`src/rtl/usb_token_rx.sv`:
```
// USB token packet decoder: validates PID, CRC5 and packet framing of PID/byte1/byte2
// and presents decoded OUT/IN/SOF/SETUP tokens with registered status pulses.
module usb_token_rx #(
  parameter int TIMEOUT_CYCLES = 64,
  parameter bit CHECK_ADDR     = 1'b0
) (
  input  logic       clk,
  input  logic       n_rst,
  input  logic [7:0] rx_data,
  input  logic       rx_data_ready,
  input  logic       eop,
  input  logic       rx_error,
  input  logic [6:0] dev_addr,
  output logic       tok_valid,
  output logic [3:0] tok_pid,
  output logic [6:0] tok_addr,
  output logic [3:0] tok_endp,
  output logic       pid_err,
  output logic       crc_err,
  output logic       pkt_err,
  output logic       busy
);

  localparam int         TIMER_W  = $clog2(TIMEOUT_CYCLES + 1);
  localparam logic [4:0] CRC_SEED = 5'b11111;
  localparam logic [4:0] CRC_GOOD = 5'b01100;
  localparam logic [4:0] CRC_POLY = 5'b00101;
  localparam logic [3:0] PID_SOF  = 4'b0101;

  typedef enum logic [2:0] {
    IDLE    = 3'd0,
    ADDR    = 3'd1,
    CRCB    = 3'd2,
    EOPW    = 3'd3,
    DISCARD = 3'd4
  } state_t;

  // Eight LSB-first CRC5 steps folded into one byte update.
  function automatic logic [4:0] crc5_byte(input logic [4:0] crc_in, input logic [7:0] data);
    logic [4:0] c;
    logic       fb;
    c = crc_in;
    for (int i = 0; i < 8; i++) begin
      fb = data[i] ^ c[4];
      c  = {c[3:0], 1'b0} ^ (fb ? CRC_POLY : 5'b00000);
    end
    return c;
  endfunction

  function automatic logic pid_ok(input logic [7:0] pid);
    return pid[7:4] == ~pid[3:0];
  endfunction

  state_t             state_r, state_s;
  logic [TIMER_W-1:0] timer_r, timer_s;
  logic [4:0]         crc_r, crc_s;
  logic [3:0]         pid_r, pid_s;
  logic [6:0]         addr_r, addr_s;
  logic [3:0]         endp_r, endp_s;
  logic               tok_s, pid_err_s, crc_err_s, pkt_err_s;
  logic               timeout_s, filtered_s;

  assign timeout_s  = (timer_r == TIMER_W'(TIMEOUT_CYCLES - 1));
  assign filtered_s = CHECK_ADDR && (pid_r != PID_SOF) && (addr_r != dev_addr);

  // Next-state, field capture and status-pulse decode.
  always_comb begin
    state_s   = state_r;
    crc_s     = crc_r;
    pid_s     = pid_r;
    addr_s    = addr_r;
    endp_s    = endp_r;
    tok_s     = 1'b0;
    pid_err_s = 1'b0;
    crc_err_s = 1'b0;
    pkt_err_s = 1'b0;
    if (rx_error) begin
      state_s = IDLE;
    end else if (state_r == IDLE) begin
      // A PID byte coinciding with eop is still taken as a PID; eop alone is ignored.
      if (rx_data_ready) begin
        if (!pid_ok(rx_data)) begin
          pid_err_s = 1'b1;
          state_s   = DISCARD;
        end else if (rx_data[1:0] != 2'b01) begin
          state_s = DISCARD;
        end else begin
          pid_s   = rx_data[3:0];
          crc_s   = CRC_SEED;
          state_s = ADDR;
        end
      end else begin
        state_s = IDLE;
      end
    end else if (rx_data_ready && eop) begin
      pkt_err_s = (state_r != DISCARD);
      state_s   = IDLE;
    end else if (!rx_data_ready && !eop && timeout_s) begin
      pkt_err_s = (state_r != DISCARD);
      state_s   = IDLE;
    end else begin
      case (state_r)
        ADDR: begin
          if (rx_data_ready) begin
            addr_s  = rx_data[6:0];
            endp_s  = {3'b000, rx_data[7]};
            crc_s   = crc5_byte(crc_r, rx_data);
            state_s = CRCB;
          end else if (eop) begin
            pkt_err_s = 1'b1;
            state_s   = IDLE;
          end else begin
            state_s = ADDR;
          end
        end
        CRCB: begin
          if (rx_data_ready) begin
            endp_s  = {rx_data[2:0], endp_r[0]};
            crc_s   = crc5_byte(crc_r, rx_data);
            state_s = EOPW;
          end else if (eop) begin
            pkt_err_s = 1'b1;
            state_s   = IDLE;
          end else begin
            state_s = CRCB;
          end
        end
        EOPW: begin
          if (eop) begin
            state_s = IDLE;
            if (crc_r == CRC_GOOD) begin
              tok_s = !filtered_s;
            end else begin
              crc_err_s = 1'b1;
            end
          end else if (rx_data_ready) begin
            pkt_err_s = 1'b1;
            state_s   = DISCARD;
          end else begin
            state_s = EOPW;
          end
        end
        DISCARD: begin
          if (eop) begin
            state_s = IDLE;
          end else begin
            state_s = DISCARD;
          end
        end
        default: begin
          state_s = IDLE;
        end
      endcase
    end
  end

  // Inter-byte timer restarts on every byte and whenever the decoder is idle.
  always_comb begin
    if ((state_s == IDLE) || rx_data_ready) begin
      timer_s = '0;
    end else begin
      timer_s = timer_r + TIMER_W'(1);
    end
  end

  // Packet state and working fields.
  always_ff @(posedge clk or negedge n_rst) begin
    if (!n_rst) begin
      state_r <= IDLE;
      timer_r <= '0;
      crc_r   <= CRC_SEED;
      pid_r   <= 4'h0;
      addr_r  <= 7'h00;
      endp_r  <= 4'h0;
    end else begin
      state_r <= state_s;
      timer_r <= timer_s;
      crc_r   <= crc_s;
      pid_r   <= pid_s;
      addr_r  <= addr_s;
      endp_r  <= endp_s;
    end
  end

  // Registered outputs; token fields move only on a good, unfiltered token.
  always_ff @(posedge clk or negedge n_rst) begin
    if (!n_rst) begin
      tok_valid <= 1'b0;
      tok_pid   <= 4'h0;
      tok_addr  <= 7'h00;
      tok_endp  <= 4'h0;
      pid_err   <= 1'b0;
      crc_err   <= 1'b0;
      pkt_err   <= 1'b0;
      busy      <= 1'b0;
    end else begin
      tok_valid <= tok_s;
      pid_err   <= pid_err_s;
      crc_err   <= crc_err_s;
      pkt_err   <= pkt_err_s;
      busy      <= (state_s != IDLE);
      if (tok_s) begin
        tok_pid  <= pid_r;
        tok_addr <= addr_r;
        tok_endp <= endp_r;
      end else begin
        tok_pid  <= tok_pid;
        tok_addr <= tok_addr;
        tok_endp <= tok_endp;
      end
    end
  end

endmodule

```
`config.mk`:
```
export PLATFORM = sky130hd
export DESIGN_NAME = usb_token_rx
export DESIGN_NICKNAME = d
export VERILOG_FILES = /design/src/rtl/usb_token_rx.sv
export SDC_FILE = /design/constraint.sdc
export NUM_CORES = 1
export LEC_CHECK = 0
export ABC_CLOCK_PERIOD_IN_PS = 3100
export BUFFER_PORTS_ARGS = -buffer_cell sky130_fd_sc_hd__buf_2
export CORE_MARGIN = 2
export CORE_UTILIZATION = 40
export CTS_CLUSTER_SIZE = 40
export DETAILED_ROUTE_END_ITERATION = 12
export HOLD_SLACK_MARGIN = 0.06
export MAX_ROUTING_LAYER = met4
export SYNTH_ARGS = -nofsm -noshare
export SYNTH_HDL_FRONTEND = slang
export SYNTH_SLANG_ARGS = --single-unit
export TNS_END_PERCENT = 50
```
`constraint.sdc`:
```
create_clock -name clk -period 3.1 [get_ports clk]
set_clock_uncertainty 0.05 [all_clocks]
set_input_delay 0.93 -clock clk [delete_from_list [all_inputs] [get_ports clk]]
set_output_delay 0.93 -clock clk [all_outputs]
set_load 0.01 [all_outputs]
```
==> results of run 1 <==
[state kept, by name (all words and copies together), names as in the netlist]
| name | flops |
|---|---|
| pkt_err | 1 |
| tok_pid | 4 |
| busy | 1 |
| tok_addr | 7 |
| state_r | 3 |
| crc_err | 1 |
| addr_r | 7 |
| tok_endp | 4 |
| tok_valid | 1 |
| timer_r | 7 |
| endp_r | 4 |
| pid_r | 4 |
| crc_r | 5 |
| pid_err | 1 |
[final timing paths]
check	to	cells after the start
setup / recovery	tok_addr[2]	6
hold / removal	pid_r[0]	1
setup reg to reg	tok_addr[2]	5
hold reg to reg	pid_r[0]	1
max in group asynchronous	crc_r[3]	2
min in group asynchronous	timer_r[0]	1
[cell usage after synthesis (all sizes together)]
cell type and count:
nor3 2, nand3b 1, nor2b 2, nor4bb 1, or3 2, nor4b 2, a32oi 1, or3b 2
nor3b 3, a21oi 3, inv 5, xor3 1, buf 5, xnor2 12, or4b 1, a311oi 1
nand4 1, a22oi 5, and2 1, nand4b 1, or2 1, o21ai 7, and3 1, dfstp 5
dfrtp 45, a2111oi 1, a31oi 2, nand2 7, mux2 24, clkbuf 5, ha 1, xnor3 3
nor2 19, nand3 8, nand2b 3, xor2 7
[layout make-up]
class,instances,area [µm²],share of cell area [%]
well taps,72,90.1,3.38
repair buffers,37,198,7.41
multi-input cells,126,1000,37.7
flip-flops and latches,50,1260,47.1
clock inverters,2,16.3,0.610
clock buffers,6,82.6,3.10
inverters,5,18.8,0.704
[per-stage QoR]
stage | util [%] | std cells | hold WS, ns | worst slack [ns]
2_1_floorplan | - | 191 | 0.378 | 0.504
3_3_place_gp | 46.1 | 290 | 0.397 | 0.403
4_1_cts | 47.9 | 298 | 0.428 | 0.718
3_5_place_dp | 46.1 | 290 | 0.398 | 0.391
6_report | 47.9 | 298 | 0.416 | 0.725
5_1_grt | 47.9 | 298 | 0.451 | 0.654
[per-layer routing]
layer  share of wire (%)  vias up  GRT usage [%]
met5                   0        -              -
met4                 1.0        0           4.58
met3                 3.4        4           3.71
met2                  46       27           20.2
met1                  49      699           20.3
li1                    -      726              -
[worst max-delay path, delay by kind of cell]
kind	cells	cell delay, ns
simple gates	3	0.81
buf+inv	2	0.40
mux	1	0.36
[kinds of logic (layout without fill, tap and decap cells)]
kind of cell	after synthesis	in the layout	synth area share (%)
AOI/OAI and AO/OA	20	20	5.40
buffers and inverters	15	50	3.42
muxes	24	24	11.9
xor gates and xnor gates	23	23	11.0
and+or+nand+nor	58	58	14.1
DFF	50	50	53.7
adders and majority gates	1	1	0.534
[power groups by stage]
| stage | Combinational (µW) | Clock, µW | Sequential (µW) |
|---|---|---|---|
| 2_1_floorplan | 143 | 0 | 705 |
| 3_3_place_gp | 185 | 0 | 709 |
| 5_1_grt | 206 | 447 | 700 |
| 3_5_place_dp | 189 | 0 | 710 |
| 4_1_cts | 189 | 423 | 697 |
| 6_report | 186 | 400 | 697 |
[cell usage in the layout, fill, tap and decap left out, drive strengths merged]
cell | netlist | layout
buf | 5 | 37
nand3 | 8 | 8
dfstp | 5 | 5
a21oi | 3 | 3
nor4bb | 1 | 1
clkbuf | 5 | 6
and3 | 1 | 1
ha | 1 | 1
nor4b | 2 | 2
xor3 | 1 | 1
xnor2 | 12 | 12
xor2 | 7 | 7
xnor3 | 3 | 3
inv | 5 | 6
nand3b | 1 | 1
nor2b | 2 | 2
or3 | 2 | 2
dfrtp | 45 | 45
or2 | 1 | 1
nand4 | 1 | 1
nor2 | 19 | 19
a22oi | 5 | 5
o21ai | 7 | 7
or4b | 1 | 1
and2 | 1 | 1
mux2 | 24 | 24
nand2 | 7 | 7
nor3b | 3 | 3
a2111oi | 1 | 1
clkinvlp | 0 | 1
nand4b | 1 | 1
nand2b | 3 | 3
a32oi | 1 | 1
a31oi | 2 | 2
a311oi | 1 | 1
nor3 | 2 | 2
or3b | 2 | 2
==> summary.md, run 1 <==
| Metric | Value |
|---|---|
| Status | completed |
| GP Congestion | approximately 0.8 |
| Slew Viols, Final | 0 |
| CP max stage delay | about 0.52 ns |
| FMAX | ~0.42 GHz |
| # IOs | 40 |
| Worst Hold Launch | pid_r[0] |
| DRC | 0 |
| WP data required | between 3 and 4 ns |
| RSZ-0062 raised after global routing | no |
| Grt ovf | 0 |
| Core area | roughly 0.0056 mm² |
| Number of global-route vias before repair | 1,382 |
| Mapped Nets | 212 |
| First-pass GRT wire length | between 6000 and 7000 µm |
| Post-Synthesis Cell Area | 0.00234 mm² |
| Crit path DAT | approximately 2.5 ns |
| CTS tree | done |
| Clk pwr share | slightly above 30% |
| Switching Fraction | about 25% |
| DR vias/cell | 4.89 |
| Worst Setup SP | eop |
| Setup_tns | 0 ns |
| DR WL/cell | roughly 14 µm |
| Avg Cell Area, Syn | 12.3 µm² |
| Worst-Margin Slew | 0.562 ns |
| Row count | 27 |
| Seq cells post-synth | 50 |
| Worst Hold Class | register to register |
| WL final | between 4000 and 5000 µm |
| Worst Setup Start Kind | input pin |
| Post-CTS Hold Buffers | 0 |
| Pre-antenna DRT Iters | 4 |
| Register area share after synthesis | a little over half |
| Root Driver | clkbuf_8 |
| CP Capture Type | register |
| Crit Path Max Fanout | 16 |
| Minimum clock period | roughly 2.4 ns |
| Ranking of synthesized cells by area | dfrtp_1 (48%), mux2_2 (11%), dfstp_2 (5.6%), xnor2_1 (4.5%), nor2_1 (2.9%) |
| Synth Warn # | 0 |
| Fill cells | 513 |
| Max_cap viols | 0 |
| Leak | approximately 0.0013 µW |
| Clock Path Buffers | 2 |
| Cell variety after synth | 43 |
| Fin area | 0.00267 mm² |
| Worst path slowest cell | or4b_1 |
| Cts repair resizes | 0 |
| Sequential share of power | a little over half |
| Pwr dens | between 400 and 500 mW/mm² |
| Via count | ~1,500 |
| H-tree depth | 2 |
| TritonCTS Buffers | 5 |
| Number of antenna diodes | 0 |
| Placed cell areas | around 0.0026 mm² |
| P&R area growth vs syn | 13.9% |
| Final setup vio count | 0 |
| Part of the cycle the worst path needs | 76.6% |
| Rel. slew slack | between 60% and 70% |
| Initial antenna violation count | 0 |
| Post-DP HPWL | between 2000 and 3000 µm |
| CP Cell Sequence | buf_2, nor2b_1, or4b_1, nor2_4, buf_4, mux2_2 |
| Die Height | roughly 81 µm |
| Fin nets | between 200 and 250 |
| Share of cells above drive strength 1 | 35.0% |
| Reg clk slew, reported paths | 0.09 ns |
| Net Switching | between 300 and 400 µW |
| Worst-Skew Late Latency | around 0.30 ns |
| RR Startpoint | state_r[1] |
| Crit Path Category | input pin to register |
| Total Power | ~1300 µW |
| Die width | approximately 81 µm |
| Post-route ant nets | 0 |
| Cell taking the most area after synthesis | dfrtp_1 |
| Worst VDD drop | around 0.00017 V |
| Largest net degree at the start of global routing | 38 |
| CTS sink cnt | 50 |
| Top-area cell type share of the netlist area | 48.1% |
| Reg2reg setup slack | between 1 and 1.5 ns |
| Endpoints failing hold | 0 |
| I/O Buffers | 32 |
| Pint | between 900 and 1000 µW |
| Iter 0 DRT Violations | approximately 170 |
| Combinational Power Share | between 10% and 20% |
| Starting density of the core | a little over two fifths |
| Total track usage | 14.4% |
| Cells after synthesis | 191 |
| Die area | 0.00648 mm² |
| Setup bufs post-CTS | 0 |
(Power assumes the default switching activity.)
==> inputs of run 2 (changes only) <==
- ABC_CLOCK_PERIOD_IN_PS: 3100 -> 2200
- clock period: 3.1 -> 2.2 ns (I/O delays scaled with it)
==> run 2 against run 1 <==
  * Hold slack lost 0.17 ns
  * Sequential share of layout area shrank 2.6 points
  * Core utilization grew 2.8 points
  * Count of clock-buffer cells in the layout shrank 1
  * Non-clock buffer count grew 14
  * Setup slack lost 0.58 ns
  * Register-to-register slack lost 0.80 ns
  * Sequential power grew 41%
  * Flip-flop and latch count is the same
  * Critical path type unchanged
  * Global-route usage grew 1.6 points
==> summary.md, run 2 (synthesized netlist as in run 1, its figures left out) <==
| Metric | Value |
|---|---|
| Worst VDD drop | 0.000342 V (was 0.000174 V) |
| Slew Viols, Final | 0 (unchanged) |
| Starting density of the core | 42.0% (unchanged) |
| Pre-antenna DRT Iters | 5 (was 4) |
| Share of cells above drive strength 1 | 39.6% (was 35.0%) |
| Number of antenna diodes | 0 (unchanged) |
| Post-CTS Hold Buffers | 0 (unchanged) |
| H-tree depth | 2 (unchanged) |
| RSZ-0062 raised after global routing | no (unchanged) |
| Biggest regs | addr_r x7, timer_r x7, tok_addr x7 (unchanged) |
| Core area | 0.00557 mm² (unchanged) |
| WL final | 4530 µm (was 4050 µm) |
| P&R area growth vs syn | 20.6% (was 13.9%) |
| Die area | 0.00648 mm² (unchanged) |
| Worst Hold Class | input pin to asynchronous set/reset pin (was register to register) |
| Leak | 0.00139 µW (was 0.00131 µW) |
| Rel. slew slack | 67.0% (was 62.5%) |
| Worst-Margin Slew | 0.494 ns (was 0.562 ns) |
| Die width | 80.5 µm (unchanged) |
| Fin nets | 260 (was 246) |
| Worst-Skew Late Latency | 0.31 ns (was 0.30 ns) |
| CTS tree | done (unchanged) |
| Reg clk slew, reported paths | 0.09 ns (about the same) |
| # IOs | 40 (unchanged) |
| Clock Path Buffers | 2 (unchanged) |
| Pwr dens | 685 mW/mm² (was 481 mW/mm²) |
| I/O Buffers | 32 (unchanged) |
| Post-DP HPWL | 3340 µm (was 2950 µm) |
| Crit Path Max Fanout | 8 (was 16) |
| Die Height | 80.5 µm (unchanged) |
| DRC | 0 (unchanged) |
| Crit path DAT | 2.20 ns (was 2.52 ns) |
| WP data required | 2.34 ns (was 3.24 ns) |
| Largest net degree at the start of global routing | 21 (was 38) |
| Cts repair resizes | 0 (unchanged) |
| Post-Place Worst Slack | -0.189 ns (was 0.391 ns) |
| Minimum clock period | a little over 2 ns |
| Crit Path Category | input pin to register (unchanged) |
| CTS sink cnt | 50 (unchanged) |
| Non-Filler Instances | 312 (was 298) |
| DR vias/cell | 4.88 (was 4.89) |
| Worst Setup Start Kind | input pin (unchanged) |
| Endpoints failing hold | 0 (unchanged) |
| Most frequent cells in the layout | dfrtp_1 (45), buf_2 (32), mux2_2 (22) (unchanged) |
| Iter 0 DRT Violations | 73 (was 165) |
| Placed cell count | 304 (was 290) |
| Final WS setup | 0.142 ns (was 0.725 ns) |
| TritonCTS Buffers | 5 (unchanged) |
| FMAX | about 0.5 GHz |
| Status | completed (unchanged) |
| CP Capture Type | register (unchanged) |
| Via count | 1,521 (was 1,456) |
| Final setup vio count | 0 (unchanged) |
| GP Congestion | 0.774 (was 0.801) |
| Total track usage | 16.0% (was 14.4%) |
| Initial antenna violation count | 0 (unchanged) |
| First-pass GRT wire length | 7560 µm (was 6920 µm) |
| Root Driver | clkbuf_8 (unchanged) |
| Number of global-route vias before repair | 1,566 (was 1,382) |
| Row count | 27 (unchanged) |
| Post-route ant nets | 0 (unchanged) |
| DR WL/cell | 14.5 µm (was 13.6 µm) |
| Grt ovf | 0 (unchanged) |
| Part of the cycle the worst path needs | roughly 94% |
| Most common cell after layout, fill and taps aside | dfrtp_1 (unchanged) |
| Setup bufs post-CTS | 0 (unchanged) |
| Max_cap viols | 0 (unchanged) |
## run 2: metal layers
metal / share of wire [%] / track usage [%]
met1: 48 / 21.3
met2: 47 / 23.9
met3: 2.7 / 2.70
met4: 1.6 / 7.46
met5: 0 / -
## run 2: worst max-delay path, stage by stage
cell and delay [ns]:
buf_2 0.10, or3b_4 0.39, or3_4 0.34, or2_1 0.36, mux2_4 0.35
## run 2: worst paths after layout
| kind | slack (ns) | cells after the start | end | startpoint |
|---|---|---|---|---|
| setup reg to reg | 0.21 | 4 | pid_r[3] | state_r[2] |
| hold reg to reg | 0.43 | 1 | pid_r[0] | pid_r[0] |
| min in group clk | 0.43 | 1 | pid_r[0] | pid_r[0] |
| max in group asynchronous | 1.30 | 2 | addr_r[5] | n_rst |
| setup / recovery | 0.14 | 5 | pid_r[3] | rx_error |
| hold / removal | 0.24 | 1 | timer_r[5] | n_rst |
## run 2: power breakdown
part | internal (µW) | switching [µW] | leakage (µW)
combinational | 159 | 137 | 0.000680
clock | 338 | 320 | 0.0000504
sequential | 958 | 22.7 | 0.000661
## run 2: final cells by class
class                           instances  area [µm²]
Sequential cell                        50        1260
Tap cell                               72        90.1
Clock buffer                            5        68.8
Clock inverter                          3        45.0
Inverter                                5        18.8
Fill cell                             520        2750
Timing Repair Buffer                   51         328
Multi-Input combinational cell        126        1020
## run 2: through the flow
step	setup TNS (ns)	util [%]	hold slack, ns	area [µm²]	total power, µW
2_1_floorplan	0	-	0.314	2360	1200
3_3_place_gp	-2.34	48.6	0.404	2710	1290
3_5_place_dp	-2.62	48.6	0.410	2710	1290
4_1_cts	0	50.7	0.256	2820	1950
5_1_grt	0	50.7	0.256	2820	2030
6_report	0	50.7	0.243	2820	1930
==> inputs of run 3 (changes only) <==
- CORE_UTILIZATION: 40 -> 55
- PLACE_DENSITY: unset -> 0.78
==> run 3 against run 2 <==
  * Combinational power fell by 3%
  * Critical path depth rose by 1
  * Cell count shrank 7.4%
  * Power shrank 1.5%
  * First-iteration DRC count up 42%
  * Hold slack improved by 0.0020 ns
  * Setup slack gained 0.011 ns
  * Core utilization rose by 18 points
  * Non-clock buffer count decreased by 1
  * Flip-flop and latch count unchanged
  * Sequential power about the same
  * Global-route usage up 3.9 points
==> summary.md, run 3 (synthesized netlist as in run 1, its figures left out) <==
| Metric | Value |
|---|---|
| Via count | 1,562 (was 1,521) |
| Worst-Margin Slew | 0.575 ns (was 0.494 ns) |
| Worst VDD drop | 0.000620 V (was 0.000342 V) |
| RSZ-0062 raised after global routing | no (unchanged) |
| Post-CTS Hold Buffers | 0 (unchanged) |
| Reg area | 0.00126 mm² (unchanged) |
| Share of cells above drive strength 1 | 38.9% (was 39.6%) |
| Number of global-route vias before repair | 1,448 (was 1,566) |
| Largest net degree at the start of global routing | 33 (was 21) |
| Leak | 0.00139 µW (about the same) |
| Number of antenna diodes | 0 (unchanged) |
| Pwr dens | 681 mW/mm² (was 685 mW/mm²) |
| Part of the cycle the worst path needs | 93.0% (was 93.5%) |
| I/O Buffers | 32 (unchanged) |
| Final WS setup | 0.153 ns (was 0.142 ns) |
| Multi-input gate area | 0.00102 mm² (unchanged) |
| Die width | 69.3 µm (was 80.5 µm) |
| Wire length on met2 | 2080 µm (was 2140 µm) |
| Fin nets | 259 (was 260) |
| Pre-antenna DRT Iters | 4 (was 5) |
| Row count | 23 (was 27) |
| Post-Place Worst Slack | -0.141 ns (was -0.189 ns) |
| CP Capture Type | register (unchanged) |
| Setup bufs post-CTS | 0 (unchanged) |
| P&R area growth vs syn | 19.4% (was 20.6%) |
| DRC | 0 (unchanged) |
| Initial antenna violation count | 0 (unchanged) |
| Fin area | 0.00280 mm² (was 0.00282 mm²) |
| Final setup vio count | 0 (unchanged) |
| Crit Path Max Fanout | 6 (was 8) |
| Core area | 0.00406 mm² (was 0.00557 mm²) |
| TritonCTS Buffers | 5 (unchanged) |
| # IOs | 40 (unchanged) |
| Crit Path Category | input pin to register (unchanged) |
| Worst-Skew Late Latency | 0.31 ns (about the same) |
| Post-DP HPWL | 3140 µm (was 3340 µm) |
| Hold slack | 0.245 ns (was 0.243 ns) |
| DR top layer | met4 (unchanged) |
| DR WL/cell | 15.0 µm (was 14.5 µm) |
| Starting density of the core | 57.7% (was 42.0%) |
| FMAX | 0.489 GHz (was 0.486 GHz) |
| Worst Hold Class | input pin to asynchronous set/reset pin (unchanged) |
| Minimum clock period | 2.05 ns (was 2.06 ns) |
| Endpoints failing hold | 0 (unchanged) |
| Rel. slew slack | 61.6% (was 67.0%) |
| Clock Path Buffers | 2 (unchanged) |
| Most frequent cells in the layout | dfrtp_1 (45), buf_2 (32), mux2_2 (22) (unchanged) |
| Slew Viols, Final | 0 (unchanged) |
| H-tree depth | 2 (unchanged) |
| Post-route ant nets | 0 (unchanged) |
| WL final | 4330 µm (was 4530 µm) |
| Most common cell after layout, fill and taps aside | dfrtp_1 (unchanged) |
| Status | completed (unchanged) |
| First-pass GRT wire length | 7130 µm (was 7560 µm) |
| Fill cells | 302 (was 520) |
| Met3 WL | 146 µm (was 122 µm) |
| Worst Setup Start Kind | input pin (unchanged) |
| Iter 0 DRT Violations | 104 (was 73) |
| Placed cell areas | 0.00269 mm² (was 0.00271 mm²) |
| Cts repair resizes | 0 (unchanged) |
| GP Congestion | 0.843 (was 0.774) |
| Grt ovf | 0 (unchanged) |
| Crit path DAT | 2.21 ns (was 2.20 ns) |
| Total Power | 1910 µW (was 1930 µW) |
| RR Startpoint | state_r[2] (unchanged) |
| Total track usage | 19.9% (was 16.0%) |
| Max_cap viols | 0 (unchanged) |
| Wl on met1 | 2010 µm (was 2190 µm) |
| CTS tree | done (unchanged) |
| Worst Setup SP | rx_error (unchanged) |
| Reg clk slew, reported paths | 0.09 ns (about the same) |
| CTS sink cnt | 50 (unchanged) |
| Root Driver | clkbuf_8 (unchanged) |
| DR vias/cell | 5.40 (was 4.88) |
| Die Height | 69.3 µm (was 80.5 µm) |
| Core Util, Final | 68.9% (was 50.7%) |
| Biggest regs | addr_r x7, timer_r x7, tok_addr x7 (unchanged) |
| WP data required | 2.37 ns (was 2.34 ns) |
| Die area | 0.00480 mm² (was 0.00648 mm²) |
==> run 3: changes by cell type in the layout (fill, tap and decap cells not counted), sizes merged <==
cell      before  now
buf           51   50
clkbuf         5    6
clkinvlp       2    1
==> run 3: worst paths after layout <==
kind	slack, ns	cells past startpoint	to
max	0.15	6	crc_r[2]
max in group asynchronous	1.27	2	crc_r[1]
min	0.24	1	addr_r[2]
min in group clk	0.44	1	pid_r[0]
min reg2reg	0.44	1	pid_r[0]
max reg2reg	0.18	5	crc_r[2]
==> run 3: cell type report <==
class / count / area share [%]
repair buffers: 50 / 11.9
well taps: 50 / 2.24
flip-flops and latches: 50 / 44.9
inverters: 5 / 0.671
clock buffers: 6 / 2.59
multi-input cells: 126 / 36.3
clock inverters: 2 / 1.34
==> run 3: per-layer routing <==
layer,vias to the layer above,GRT usage (%)
li1,754,-
met1,767,26.1
met2,30,29.6
met3,11,5.52
met4,0,7.84
met5,-,-
==> run 3: through the flow <==
stage / cells / TNS, ns
finish: 289 / 0
global route: 289 / 0
CTS: 289 / 0
detailed placement: 281 / -2.21
global placement: 281 / -1.68
floorplan: 191 / 0
==> run 3: power breakdown <==
part	switching [µW]	internal (µW)	total (µW)	leakage [µW]
clock network	298	339	637	0.0000514
registers	25.6	958	984	0.000661
logic	129	156	286	0.000680
total	453	1450	1910	0.00139
==> run 3: worst max-delay path: stages <==
cell     delay (ns)
buf_2          0.10
or3b_4         0.41
or3_4          0.34
or2_1          0.31
buf_4          0.20
a22oi_1        0.19
